**config.mk**
```make
export PLATFORM = sky130hd
export DESIGN_NAME = data_mem_arbiter
export DESIGN_NICKNAME = d
export VERILOG_FILES = /design/src/rtl/data_mem_arb_pkg.sv /design/src/rtl/arb_rr2.sv /design/src/rtl/data_mem_arbiter.sv
export SDC_FILE = /design/constraint.sdc
export NUM_CORES = 1
export LEC_CHECK = 0
export CORE_ASPECT_RATIO = 0.7
export CORE_MARGIN = 5
export CORE_UTILIZATION = 33
export CTS_CLUSTER_DIAMETER = 120
export DETAILED_ROUTE_END_ITERATION = 10
export PLACE_DENSITY = 0.83
export SYNTH_ARGS = -nofsm -noshare
export SYNTH_HDL_FRONTEND = slang
export SYNTH_SLANG_ARGS = --single-unit
```
**constraint.sdc**
```tcl
create_clock -name clk -period 2.25 [get_ports clk]
set_input_delay 0.5625 -clock clk [delete_from_list [all_inputs] [get_ports clk]]
set_output_delay 0.5625 -clock clk [all_outputs]
set_load 0.005 [all_outputs]
```
**src/rtl/data_mem_arb_pkg.sv**
```systemverilog
// Shared types for the data-memory arbiter: FSM states, requester indices and
// the starvation threshold.
package data_mem_arb_pkg;

  typedef enum logic [1:0] {
    IDLE  = 2'd0,
    ISSUE = 2'd1,
    RESP  = 2'd2
  } state_e;

  typedef enum logic [1:0] {
    VGA = 2'd0,
    CPU = 2'd1,
    KBD = 2'd2
  } req_idx_e;

  localparam int unsigned STARVE_W     = 3;
  localparam int unsigned STARVE_LIMIT = 7;

endpackage

```
**src/rtl/arb_rr2.sv**
```systemverilog
// Two-way round-robin between cpu and kbd: the one granted last loses a tie.
module arb_rr2 (
  input  logic clk,
  input  logic rst,
  input  logic cpu_req,
  input  logic kbd_req,
  input  logic upd_en,
  input  logic upd_cpu,
  output logic pick_kbd_c
);

  logic prefer_kbd_q, prefer_kbd_d;

  assign pick_kbd_c = kbd_req && (!cpu_req || prefer_kbd_q);

  always_comb begin
    prefer_kbd_d = prefer_kbd_q;
    if (upd_en) prefer_kbd_d = upd_cpu;
  end

  always_ff @(posedge clk or posedge rst) begin
    if (rst) prefer_kbd_q <= 1'b0;
    else     prefer_kbd_q <= prefer_kbd_d;
  end

endmodule

```
**src/rtl/data_mem_arbiter.sv**
```systemverilog
// Three-port arbiter (vga fixed-high, cpu/kbd round-robin) in front of a
// synchronous-read RAM. Define DATA_MEM_ARB_STARVE_GUARD_EN to let a starved cpu/kbd beat vga.
module data_mem_arbiter
  import data_mem_arb_pkg::*;
#(
  parameter  int unsigned DATA_W = 32,
  parameter  int unsigned DEPTH  = 256,
  localparam int unsigned ADDR_W = $clog2(DEPTH)
) (
  input  logic              clk,
  input  logic              rst,
  input  logic              vga_req,
  input  logic              vga_we,
  input  logic [ADDR_W-1:0] vga_addr,
  input  logic [DATA_W-1:0] vga_wdata,
  output logic              vga_gnt,
  output logic              vga_rvalid,
  output logic [DATA_W-1:0] vga_rdata,
  input  logic              cpu_req,
  input  logic              cpu_we,
  input  logic [ADDR_W-1:0] cpu_addr,
  input  logic [DATA_W-1:0] cpu_wdata,
  output logic              cpu_gnt,
  output logic              cpu_rvalid,
  output logic [DATA_W-1:0] cpu_rdata,
  input  logic              kbd_req,
  input  logic              kbd_we,
  input  logic [ADDR_W-1:0] kbd_addr,
  input  logic [DATA_W-1:0] kbd_wdata,
  output logic              kbd_gnt,
  output logic              kbd_rvalid,
  output logic [DATA_W-1:0] kbd_rdata,
  output logic              mem_we,
  output logic [ADDR_W-1:0] mem_addr,
  output logic [DATA_W-1:0] mem_wdata,
  input  logic [DATA_W-1:0] mem_rdata
);

  state_e            state_q, state_d;
  req_idx_e          win_q, win_d, win_c;
  logic              mem_we_q, mem_we_d;
  logic [ADDR_W-1:0] mem_addr_q, mem_addr_d;
  logic [DATA_W-1:0] mem_wdata_q, mem_wdata_d;
  logic [2:0]        gnt_q, gnt_d, rvalid_q, rvalid_d;

  logic              any_req_c, arb_c, rr_cpu_req_c, rr_kbd_req_c, rr_kbd_c;
  logic              sel_we_c;
  logic [ADDR_W-1:0] sel_addr_c;
  logic [DATA_W-1:0] sel_wdata_c;

  assign any_req_c = vga_req || cpu_req || kbd_req;
  assign arb_c     = (state_q == IDLE) && any_req_c;

  arb_rr2 u_rr (
    .clk        (clk),
    .rst        (rst),
    .cpu_req    (rr_cpu_req_c),
    .kbd_req    (rr_kbd_req_c),
    .upd_en     (arb_c && (win_c != VGA)),
    .upd_cpu    (win_c == CPU),
    .pick_kbd_c (rr_kbd_c)
  );

`ifdef DATA_MEM_ARB_STARVE_GUARD_EN
  localparam logic [STARVE_W-1:0] LIMIT = STARVE_W'(STARVE_LIMIT);

  logic [STARVE_W-1:0] cpu_cnt_q, cpu_cnt_d, kbd_cnt_q, kbd_cnt_d;
  logic                cpu_st_c, kbd_st_c;

  assign cpu_st_c     = cpu_req && (cpu_cnt_q == LIMIT);
  assign kbd_st_c     = kbd_req && (kbd_cnt_q == LIMIT);
  // Starved requesters compete only among themselves, ahead of vga.
  assign rr_cpu_req_c = (cpu_st_c || kbd_st_c) ? cpu_st_c : cpu_req;
  assign rr_kbd_req_c = (cpu_st_c || kbd_st_c) ? kbd_st_c : kbd_req;

  always_comb begin
    win_c = VGA;
    if (cpu_st_c || kbd_st_c) win_c = rr_kbd_c ? KBD : CPU;
    else if (vga_req)         win_c = VGA;
    else if (rr_kbd_c)        win_c = KBD;
    else if (cpu_req)         win_c = CPU;
  end

  always_comb begin
    cpu_cnt_d = cpu_cnt_q;
    kbd_cnt_d = kbd_cnt_q;
    if (arb_c) begin
      if (win_c == CPU)                     cpu_cnt_d = '0;
      else if (cpu_req && cpu_cnt_q != LIMIT) cpu_cnt_d = cpu_cnt_q + STARVE_W'(1);
      if (win_c == KBD)                     kbd_cnt_d = '0;
      else if (kbd_req && kbd_cnt_q != LIMIT) kbd_cnt_d = kbd_cnt_q + STARVE_W'(1);
    end
  end

  always_ff @(posedge clk or posedge rst) begin
    if (rst) begin
      cpu_cnt_q <= '0;
      kbd_cnt_q <= '0;
    end else begin
      cpu_cnt_q <= cpu_cnt_d;
      kbd_cnt_q <= kbd_cnt_d;
    end
  end
`else
  assign rr_cpu_req_c = cpu_req;
  assign rr_kbd_req_c = kbd_req;

  always_comb begin
    win_c = VGA;
    if (vga_req)       win_c = VGA;
    else if (rr_kbd_c) win_c = KBD;
    else if (cpu_req)  win_c = CPU;
  end
`endif

  always_comb begin
    sel_we_c    = vga_we;
    sel_addr_c  = vga_addr;
    sel_wdata_c = vga_wdata;
    case (win_c)
      CPU: begin
        sel_we_c    = cpu_we;
        sel_addr_c  = cpu_addr;
        sel_wdata_c = cpu_wdata;
      end
      KBD: begin
        sel_we_c    = kbd_we;
        sel_addr_c  = kbd_addr;
        sel_wdata_c = kbd_wdata;
      end
      default: ;
    endcase
  end

  // The memory address/data flops double as the latched request payload.
  always_comb begin
    state_d     = state_q;
    win_d       = win_q;
    mem_we_d    = 1'b0;
    mem_addr_d  = mem_addr_q;
    mem_wdata_d = mem_wdata_q;
    gnt_d       = '0;
    rvalid_d    = '0;
    case (state_q)
      IDLE: begin
        if (any_req_c) begin
          state_d      = ISSUE;
          win_d        = win_c;
          mem_we_d     = sel_we_c;
          mem_addr_d   = sel_addr_c;
          mem_wdata_d  = sel_wdata_c;
          gnt_d[win_c] = 1'b1;
        end
      end
      ISSUE: begin
        if (mem_we_q) begin
          state_d = IDLE;
        end else begin
          state_d         = RESP;
          rvalid_d[win_q] = 1'b1;
        end
      end
      RESP:    state_d = IDLE;
      default: state_d = IDLE;
    endcase
  end

  always_ff @(posedge clk or posedge rst) begin
    if (rst) begin
      state_q     <= IDLE;
      win_q       <= VGA;
      mem_we_q    <= 1'b0;
      mem_addr_q  <= '0;
      mem_wdata_q <= '0;
      gnt_q       <= '0;
      rvalid_q    <= '0;
    end else begin
      state_q     <= state_d;
      win_q       <= win_d;
      mem_we_q    <= mem_we_d;
      mem_addr_q  <= mem_addr_d;
      mem_wdata_q <= mem_wdata_d;
      gnt_q       <= gnt_d;
      rvalid_q    <= rvalid_d;
    end
  end

  assign mem_we    = mem_we_q;
  assign mem_addr  = mem_addr_q;
  assign mem_wdata = mem_wdata_q;

  assign vga_gnt    = gnt_q[VGA];
  assign cpu_gnt    = gnt_q[CPU];
  assign kbd_gnt    = gnt_q[KBD];
  assign vga_rvalid = rvalid_q[VGA];
  assign cpu_rvalid = rvalid_q[CPU];
  assign kbd_rvalid = rvalid_q[KBD];

  // Read data passes straight from the RAM during RESP, gated to the winner.
  assign vga_rdata = rvalid_q[VGA] ? mem_rdata : '0;
  assign cpu_rdata = rvalid_q[CPU] ? mem_rdata : '0;
  assign kbd_rdata = rvalid_q[KBD] ? mem_rdata : '0;

endmodule

```
* Word level (Yosys, flattened, before mapping)
Cells that the tools add are included.
** Cells by class
- Multiplexer cells :: 22
- Reductions and logical operators :: 12
- Eq/ne operators :: 4
- Magnitude comparators :: 4
** Operators by type and width (count)
- 2-to-1 mux 32 bit :: 3
- one-hot mux 32 bit (2 select lines) :: 1
- one-hot mux 8 bit (2 select lines) :: 1
- 2-to-1 mux 3 bit :: 4
- 2-to-1 mux 2 bit :: 4
- < comparator 2 x 3 -> 1 bit, second input constant :: 2
- logical AND 1 bit :: 5
- 2-to-1 mux 1 bit :: 5
- demux 1 bit (select 2 bit) :: 2
- == test 2 x 1 -> 1 bit, second input constant :: 2
- >= comparator 2 x 1 -> 1 bit, second input constant :: 2
- one-hot mux 2 bit (2 select lines) :: 1
- logical OR 1 bit :: 3
- == test 2 bit, second input constant :: 1
- zero test 2 bit :: 1
- inequality test 2 bit, second input constant :: 1
- one-hot mux 1 bit (2 select lines) :: 1
- AND reduction 2 bit :: 1
- nonzero test 2 bit :: 1
- zero test 1 bit :: 1
** Word-level totals
- Register bits :: 52
- Bits of input ports :: 160

* Depth between registers and ports, before layout
Gate-level depths: netlist of the first run.
- Depth after elaboration :: 11
- Mapped depth :: 9
- Gate-level depth less buffers :: 7

* Cells and area by module
A second synthesis of the first run with hierarchy kept.
** Unflattened totals
- Cells, all modules :: 375
- Area total of the unflattened synthesis :: 3550.9 um^2
** By module, submodules not included
- data_mem_arbiter :: seq. area each 1276.2 um^2, cells an instance 369, instances 1, area an instance 3502.1 um^2
- arb_rr2 :: seq. area each 25.0 um^2, cells an instance 6, instances 1, area an instance 48.8 um^2

* Worst setup path after synthesis of the first run
No wires, ideal clock.
- Path type :: input-to-reg
- Start :: input kbd_req
- End :: register mem_addr_q[1] (netlist: mem_addr[1])
- Arrival :: 2045 ps
- Stages on the path :: 7
- Required time :: 2125 ps
- Library setup time :: 125 ps
- Buffers on the path :: 2
- Slack :: 80 ps
- Cell sequence :: a211oi_1 -> inv_1 -> ha_1 -> buf_2 -> clkbuf_1 -> a21oi_1 -> mux2_4
** Between the ends
- Longest elaborated chain between the ends :: 5
** Ends and longest elaborated chain
- start: declaration :: line data_mem_arbiter.sv:26 : input logic kbd_req,
- logical AND 1 bit :: line arb_rr2.sv:14 : assign pick_kbd_c = kbd_req && (!cpu_req || prefer_kbd_q);
- 2-to-1 mux 2 bit :: line data_mem_arbiter.sv:111 : else if (rr_kbd_c) win_c = KBD;
- 2-to-1 mux 2 bit :: line data_mem_arbiter.sv:110 : if (vga_req) win_c = VGA;
- == test 2 bit / == test 2 x 1 -> 1 bit (equally long branches) :: line data_mem_arbiter.sv:120 : case (win_c)
- one-hot mux 8 bit (2 select lines) :: line data_mem_arbiter.sv:120
- end signal: assignment :: line data_mem_arbiter.sv:181 : mem_addr_q <= mem_addr_d;
- end: declaration :: line data_mem_arbiter.sv:42 : logic [ADDR_W-1:0] mem_addr_q, mem_addr_d;
Several ways; a longest one is shown, not always the timed one.
A chain may end at the register's enable or synchronous reset.

* Final worst setup path of the first run
- Start :: input mem_rdata[26]
- End :: output vga_rdata[26]
** Between the ends
- Longest elaborated chain between the ends :: 1
** Ends and longest elaborated chain
- start: declaration :: line data_mem_arbiter.sv:36 : input logic [DATA_W-1:0] mem_rdata
- 2-to-1 mux 32 bit :: line data_mem_arbiter.sv:200 : assign vga_rdata = rvalid_q[VGA] ? mem_rdata : '0;
- end: declaration :: line data_mem_arbiter.sv:18 : output logic [DATA_W-1:0] vga_rdata,
No other way between the ends.

==> flow_summary.yaml, run 1 <==
sta:
  tightest_slew_ns: 0.282
  slew_violations: 0
  max_freq_mhz: 452
  hold_viol_final: 0
  final.period_utilization_pct: 98.4
  rsz0062_at_grt: "no"
  relSlewSlack_pct: 81.2
  whs_ns: 0.480
  finalSetupViolCount: 0
  fin_crit_ns: 2.21
  fin_skew_ns: 0.00469
route:
  wirelength_um: 15500
  viasPerCell: 4.86
  drc: 0
  via_count: 3923
  first_pass_iters: 5
  wl_per_cell_um: 19.2
  ant_nets: 0
  drt_iter0_drc: 65
worst_setup_path:
  path_class: "in -> out"
  r2r-start: "u_rr.prefer_kbd_q"
  required_ns: 1.69
  cp_cell_sequence: "clkdlybuf4s50_1, and2_1, clkdlybuf4s50_1"
  regToRegEndpoint: "mem_wdata[19]"
  end_kind: "output pin"
  crit_path_max_fanout: 3
  cp_data_arrival_time_ns: 1.65
  slowest_delay_ns: 0.49
  startpoint: "mem_rdata[26]"
  ff2ff_path_depth: 7
  cp_common_cell: "clkdlybuf4s50_1"
  crit_path_start_kind: "input port"
  r2r_setup_slack_ns: 0.37
  setup.worst_path.end: "vga_rdata[26]"
  cp_slowest_cell: "clkdlybuf4s50_1"
global_routing:
  grt_pass1_wl_um: 22900
  antenna_found_initial: 0
  grt_pass1_vias: 4254
  grt-ovfl-total: 0
  grt_max_degree: 53
  grt_use_total_pct: 21.7
floorplan:
  num_rows: 31
  initial_core_util_pct: 34.1
  core_area_um2: 10400
  die_area_um2: 13000
  die_x_um: 134
  die_height_um: 96.8
  ios: 303
yosys:
  synthCells: 370
  yosys.area.top_type: "dfrtp_1"
  ys_async_sr_fraction_pct: 100
  ys_ff_latch: 52
  syn_nets: 533
  avgSynthCellArea_um2: 9.60
  synth-main-ff-cell: "dfrtp_1"
  synth_cell_type_count: 25
  synthTopCellsByArea: "dfrtp_1, and2_1, mux2_4, a22oi_1, a21oi_1"
  synth_top_area_share_pct: 36.6
  synth.most_common_cell: "and2_1"
  ys.warnings.count: 0
  synth_edf_count: 0
  synth_top_cells_by_count: "and2_1, dfrtp_1, a22oi_1, nor2_1, a21oi_1"
  synthesis.area_um2: 3550
  synth-seq-area-share_pct: 36.6
final_layout:
  fillers: 744
  antenna_cells: 0
  nets: 839
  utilization_pct: 69.5
  final_area_um2: 7250
  area_delta_synth_final_pct: 104
  layout-drive-gt1-share_pct: 16.7
power:
  ir_worst_vdd_mv: 0.530
  p_leak_nw: 3.50
  powerDensity_nw_per_um2: 875
worst_hold_path:
  min_path_cells: 1
  hold_path.class: "reg -> reg"
run_status:
  run_status: "completed"
clock_tree:
  cts_inserted_buffers: 5
  htreeDepth: 2
  clk_latency_ns: 0.28
  cts.clk_slew.worst_paths_ns: 0.06
  cts_tree: "built"
  cts_root_buffer: "clkbuf_16"
  numClockSinks: 52
  ctsHoldBuffers: 0
  clock_path_buffers: 2
placement:
  io_buffer_count: 302
  place.gp.congestion: 0.864
  place_area_um2: 6850
  place_hpwl_um: 12000
run:
  drv_cap: 0
-- metrics by stage --
| stage | setup slack [ns] | setup TNS (ns) | power, mW | instances |
|---|---|---|---|---|
| final | 0.0362 | 0 | 6.35 | 807 |
| after global routing | 0.00224 | 0 | 6.70 | 807 |
| after CTS | 0.00134 | 0 | 6.33 | 805 |
| after detailed placement | -0.399 | -16.10 | 5.49 | 797 |
| after global placement | -0.364 | -14.72 | 5.37 | 797 |
| after floorplan | 0.0795 | 0 | 3.44 | 370 |
-- final cells by class --
class                   count  area (um^2)  share of cell area, %
flip-flops and latches     52         1300                   17.9
well taps                 132          165                   2.28
clock inverters             1         30.0                  0.414
clock buffers               5          125                   1.72
multi-input cells         279         2200                   30.3
inverters                   7         33.8                  0.466
repair buffers            331         3400                   46.9
-- sequential cells by signal, summed over array words and instances (netlist names) --
register and count:
mem_wdata 32, mem_addr 8, gnt_q 3, rvalid_q 3, state_q 2, win_q 2
mem_we 1, u_rr.prefer_kbd_q 1
-- layer usage --
| layer | global-route usage, % | up-vias | share of wire [%] |
|---|---|---|---|
| li1 | - | 1872 | - |
| met1 | 23.6 | 1872 | 38 |
| met2 | 42.4 | 166 | 54 |
| met3 | 5.86 | 13 | 7.6 |
| met4 | 3.21 | 0 | 1.0 |
| met5 | 0 | - | 0 |
-- cell families after synthesis --
| logic type | after synthesis | synth area share (%) |
|---|---|---|
| simple gates | 148 | 23.6 |
| buf+inv | 39 | 6.37 |
| fa+ha+maj | 3 | 1.06 |
| compound gates | 86 | 15.2 |
| mux | 42 | 17.1 |
| flops | 52 | 36.6 |
-- critical path, delay by kind of cell --
kind / cells / cell delay [ns]
and+or+nand+nor: 1 / 0.12
buffers and inverters: 2 / 0.97
-- report_power, final --
| part | switching (mW) | internal, mW | total [mW] | leakage [nW] |
|---|---|---|---|---|
| registers | 0.294 | 1.39 | 1.68 | 0.629 |
| clock network | 0.315 | 0.513 | 0.828 | 0.0757 |
| logic | 1.35 | 2.48 | 3.84 | 2.79 |
-- repair_timing --
action | 4_1_cts | 5_1_grt
resized for setup | 72 | 47
gates cloned | 1 | 2
setup buffers | 1 | 0
setup endpoints to repair | 115 | 61
hold endpoints to repair | 0 | 0
pin swaps | 2 | 4
-- layout by cell type (no fill, tap or decap), types with 3 or more instances in the layout --
| master | n |
|---|---|
| buf_12 | 9 |
| mux2_2 | 5 |
| a22oi_2 | 24 |
| nor2_1 | 41 |
| dlymetal6s2s_1 | 21 |
| clkbuf_16 | 7 |
| inv_1 | 3 |
| inv_2 | 3 |
| and2_1 | 99 |
| clkdlybuf4s50_1 | 222 |
| dfrtp_1 | 52 |
| a22oi_1 | 17 |
| buf_4 | 14 |
| a21oi_1 | 39 |
| dlygate4sd2_1 | 59 |
| mux2_4 | 36 |
| ha_4 | 3 |
-- worst min path at each step --
stage	endpoint	startpoint	slack, ns
after global routing	rvalid_q[1]	win_q[1]	0.51
after detailed placement	rvalid_q[2]	win_q[0]	0.47
after floorplan	rvalid_q[1]	win_q[1]	0.44
final	rvalid_q[1]	win_q[1]	0.48
after CTS	rvalid_q[2]	win_q[0]	0.48
after global placement	rvalid_q[1]	win_q[1]	0.46
(Power assumes the default switching activity.)
==> run 2, diff against run 1 <==
- CTS_BUF_LIST: not set -> sky130_fd_sc_hd__clkbuf_4 sky130_fd_sc_hd__clkbuf_8
==> run 2 against run 1 <==
  * Non-clock buffer count is 1 higher
  * Hold slack gained 0.0042 ns
  * Cell area fell by 0.33%
  * Combinational power hardly changed
  * Utilization is 0.23 points lower
  * Final cell count grew 0.12%
  * Power is 3.2% lower
  * Clock skew shrank 0.0020 ns
  * Clock-buffer cell count did not move
  * Critical path depth did not move
  * Flip-flop and latch count unchanged
==> flow_summary.yaml, run 2 (synthesis results as in run 1) <==
clock_tree:
  numClockSinks: 52
  clock_path_buffers: 2
  cts_inserted_buffers: 5
  ctsHoldBuffers: 0
  cts.clk_slew.worst_paths_ns: 0.09
  cts_tree: "built"
  htreeDepth: 2
  cts_root_buffer: "clkbuf_8"
  clk_latency_ns: 0.29
route:
  viasPerCell: 4.89
  drt_iter0_drc: 68
  wl_per_cell_um: 18.9
  drc: 0
  via_count: 3951
  wirelength_um: 15200
  ant_nets: 0
  first_pass_iters: 4
final_layout:
  final_common_cell: "clkdlybuf4s50_1"
  largest_reg_flops: 32
  final_area_um2: 7230
  mostFrequentLayoutCells: "clkdlybuf4s50_1, and2_1, dlygate4sd2_1"
  antenna_cells: 0
  area_delta_synth_final_pct: 103
  instances_no_fill: 808
  utilization_pct: 69.3
  nets: 840
  layout-drive-gt1-share_pct: 17.8
placement:
  dp.cells: 797
  io_buffer_count: 302
  place_area_um2: 6850
  place_hpwl_um: 12000
  place.gp.congestion: 0.864
worst_setup_path:
  ff2ff_path_depth: 8
  crit_path_max_fanout: 3
  cp_data_arrival_time_ns: 1.65
  path_class: "in -> out"
  r2r_setup_slack_ns: 0.38
  crit_path_start_kind: "input port"
  regToRegEndpoint: "mem_wdata[7]"
  end_kind: "output pin"
  required_ns: 1.69
  r2r-start: "u_rr.prefer_kbd_q"
  setup.worst_path.end: "vga_rdata[26]"
  startpoint: "mem_rdata[26]"
floorplan:
  die_height_um: 96.8
  ios: 303
  initial_core_util_pct: 34.1
  num_rows: 31
  core_area_um2: 10400
  die_x_um: 134
  die_area_um2: 13000
global_routing:
  grt-ovfl-total: 0
  grt_max_degree: 53
  grt_pass1_wl_um: 22900
  grt_pass1_vias: 4273
  grt_use_total_pct: 21.7
  antenna_found_initial: 0
sta:
  hold_viol_final: 0
  max_freq_mhz: 452
  fin_skew_ns: 0.00265
  fin_crit_ns: 2.21
  finalSetupViolCount: 0
  rsz0062_at_grt: "no"
  tns_ns: 0
  slew_violations: 0
  final.period_utilization_pct: 98.4
  relSlewSlack_pct: 81.3
  tightest_slew_ns: 0.281
worst_hold_path:
  hold_path.class: "reg -> reg"
  worstHoldStart: "win_q[0]"
power:
  ir_worst_vdd_mv: 0.527
  p_leak_nw: 3.48
  powerDensity_nw_per_um2: 850
  total_power_mw: 6.14
run_status:
  run_status: "completed"
run:
  drv_cap: 0
==> run 2: worst min path at each step <==
stage / depth (start not counted) / endpoint / slack (ns)
2_1_floorplan: 1 / rvalid_q[1] / 0.44
3_3_place_gp: 1 / rvalid_q[1] / 0.46
3_5_place_dp: 1 / rvalid_q[2] / 0.47
4_1_cts: 1 / rvalid_q[2] / 0.49
5_1_grt: 1 / rvalid_q[1] / 0.51
6_report: 1 / rvalid_q[2] / 0.48
==> run 2: final cells by class <==
| type | instances | area (um^2) |
|---|---|---|
| clock inverters | 1 | 30.0 |
| inverters | 7 | 33.8 |
| repair buffers | 332 | 3430 |
| multi-input cells | 279 | 2200 |
| flip-flops and latches | 52 | 1300 |
| clock buffers | 5 | 68.8 |
| well taps | 132 | 165 |
| fillers | 747 | 3200 |
==> run 2: metrics by stage <==
stage | hold slack, ns | setup WS, ns
2_1_floorplan | 0.438 | 0.0795
3_3_place_gp | 0.463 | -0.364
3_5_place_dp | 0.471 | -0.399
4_1_cts | 0.487 | 0.00134
5_1_grt | 0.509 | 0.00224
6_report | 0.485 | 0.0356
==> run 2: timing repair <==
action | CTS | global route
cloned | 1 | 2
endpoints found under the setup margin | 106 | 61
resized for setup | 69 | 57
pin swaps | 2 | 6
buffers inserted | 1 | 1
==> run 2: power breakdown <==
part | total, mW | internal [mW] | switching [mW]
registers | 1.68 | 1.38 | 0.294
logic | 3.86 | 2.50 | 1.35
clock network | 0.610 | 0.320 | 0.290
total | 6.14 | 4.21 | 1.94
==> run 2: critical path, stage by stage <==
cell and delay, ns:
clkdlybuf4s50_1 0.48, and2_1 0.12, clkdlybuf4s50_1 0.49
==> run 2: routing by layer <==
layer,vias up,track usage (%),wire length (um)
met5,-,0,0
met3,18,5.91,1290
met2,189,42.4,8250
met1,1868,23.3,5460
met4,0,4.07,235
li1,1876,-,-
==> run 3, diff against run 2 <==
- CORE_AREA: not set -> 2 2 117 119
- CORE_ASPECT_RATIO: 0.7 -> not set
- CORE_MARGIN: 5 -> not set
- CORE_UTILIZATION: 33 -> not set
- DIE_AREA: not set -> 0 0 119 121
- PLACE_DENSITY: 0.83 -> 0.7
- clock period: 2.25 -> 2.1 ns (I/O delays scaled with it)
==> run 3 against run 2 <==
  * Clock power rose by 38%
  * Sequential power rose by 6%
  * Routed wire length down 4.1%
  * Cell area grew 1.3%
  * Via count is 1.1% higher
  * Flip-flop and latch count did not move
  * Power increased by 9.5%
==> flow_summary.yaml, run 3 (synthesis results as in run 1) <==
run_status:
  run_status: "completed"
power:
  p_int_mw: 4.67
  p_leak_nw: 3.79
  pwr-share-seq_pct: 26.4
  power.switching_mw: 2.06
  ir_worst_vdd_mv: 0.495
  swShare_pct: 30.6
  p_comb_share_pct: 61.1
  total_power_mw: 6.73
  powerDensity_nw_per_um2: 918
  power_frac_clock_pct: 12.5
final_layout:
  largest_reg_flops: 32
  mostFrequentLayoutCells: "clkdlybuf4s50_1, and2_1, dlygate4sd2_1"
  nets: 850
  antenna_cells: 0
  instances_no_fill: 864
  layout-drive-gt1-share_pct: 16.1
  area_delta_synth_final_pct: 106
  final_common_cell: "clkdlybuf4s50_1"
global_routing:
  antenna_found_initial: 0
  grt-ovfl-total: 0
  grt_pass1_vias: 4073
  grt_use_total_pct: 18.6
  grt_max_degree: 53
  grt_pass1_wl_um: 21000
floorplan:
  ios: 303
  die_x_um: 119
  core_area_um2: 13100
  die_height_um: 121
  die_area_um2: 14400
  num_rows: 42
  initial_core_util_pct: 27.2
route:
  drc: 0
  ant_nets: 0
  wl_per_cell_um: 16.9
  viasPerCell: 4.62
  drt_iter0_drc: 134
  via_count: 3993
  first_pass_iters: 4
  wirelength_um: 14600
worst_setup_path:
  path_buf_inv: 6
  required_ns: 2.31
  cp_cell_sequence: "dlygate4sd2_1, inv_2, a211oi_2, inv_1, buf_6, ha_4, buf_4, buf_12, nor2_2, a21oi_1, mux2_2"
  slowest_delay_ns: 0.29
  cp_slowest_cell: "mux2_2"
  cp_data_arrival_time_ns: 2.26
  path_class: "in -> reg"
  crit_family: "buffers and inverters"
  crit_path_start_kind: "input port"
  end_kind: "flip-flop"
  crit_path_max_fanout: 10
sta:
  tns_ns: 0
  max_freq_mhz: 488
  hold_viol_final: 0
  fin_skew_ns: 0.00842
  relSlewSlack_pct: 80.9
  tightest_slew_ns: 0.286
  finalSetupViolCount: 0
  slew_violations: 0
  fin_crit_ns: 2.05
  final.period_utilization_pct: 97.6
  postLayoutSetupSlackWorst_ns: 0.0494
clock_tree:
  ctsHoldBuffers: 0
  cts.clk_slew.worst_paths_ns: 0.11
  cts_root_buffer: "clkbuf_8"
  cts_inserted_buffers: 5
  numClockSinks: 52
  cts_tree: "built"
  htreeDepth: 2
  clock_path_buffers: 2
  clk_latency_ns: 0.31
placement:
  place_ws_ns: -0.544
  io_buffer_count: 302
  place_hpwl_um: 11200
  dp.cells: 845
  place.gp.congestion: 0.801
worst_hold_path:
  hold_path.class: "reg -> reg"
run:
  drv_cap: 0
run 3: path summary, 6_finish.rpt:
path / from / end / slack [ns] / cells past startpoint
hold reg to reg: win_q[1] / rvalid_q[0] / 0.49 / 1
setup / recovery: cpu_req / mem_wdata[25] / 0.05 / 11
setup reg to reg: u_rr.prefer_kbd_q / mem_wdata[25] / 0.08 / 9
min in group asynchronous: rst / mem_wdata[25] / 0.57 / 3
hold / removal: win_q[1] / rvalid_q[0] / 0.49 / 1
max in group asynchronous: rst / rvalid_q[1] / 1.27 / 3
run 3: power groups by stage:
stage               registers (mW)  clock network (mW)  logic (mW)
floorplan                     1.78                   0        1.91
CTS                           1.77               0.862        4.12
global placement              1.77                   0        3.96
finish                        1.78               0.840        4.11
detailed placement            1.78                   0        4.03
global route                  1.84               0.895        4.38
run 3: per-stage QoR:
stage          area, um^2  util [%]  hold slack [ns]
6_report             7330      56.0            0.489
5_1_grt              7330      56.0            0.518
2_1_floorplan        3560         -            0.438
3_3_place_gp         6940      53.1            0.457
3_5_place_dp         6940      53.1            0.480
4_1_cts              7190      55.0            0.496
run 3: per-layer routing:
metal | up-vias | part of all wire (%) | GRT usage, %
met4 | 0 | 1.9 | 4.99
met1 | 1871 | 35 | 18.3
met3 | 16 | 8.0 | 5.22
met2 | 202 | 55 | 37.4
li1 | 1904 | - | -
met5 | - | 0 | 0
run 3: layout make-up:
class	instances	area [um^2]
Clock inverter	3	68.8
Clock buffer	5	68.8
Sequential cell	52	1300
Multi-Input combinational cell	279	2090
Tap cell	176	220
Inverter	7	33.8
Fill cell	1139	5760
Timing Repair Buffer	342	3540
run 3: what timing repair did:
item                                    CTS  global route
setup buffers                             6             1
gates resized for setup                  76            48
endpoints found under the setup margin  138            70
gates cloned                              3             2
pin swaps                                 2             2
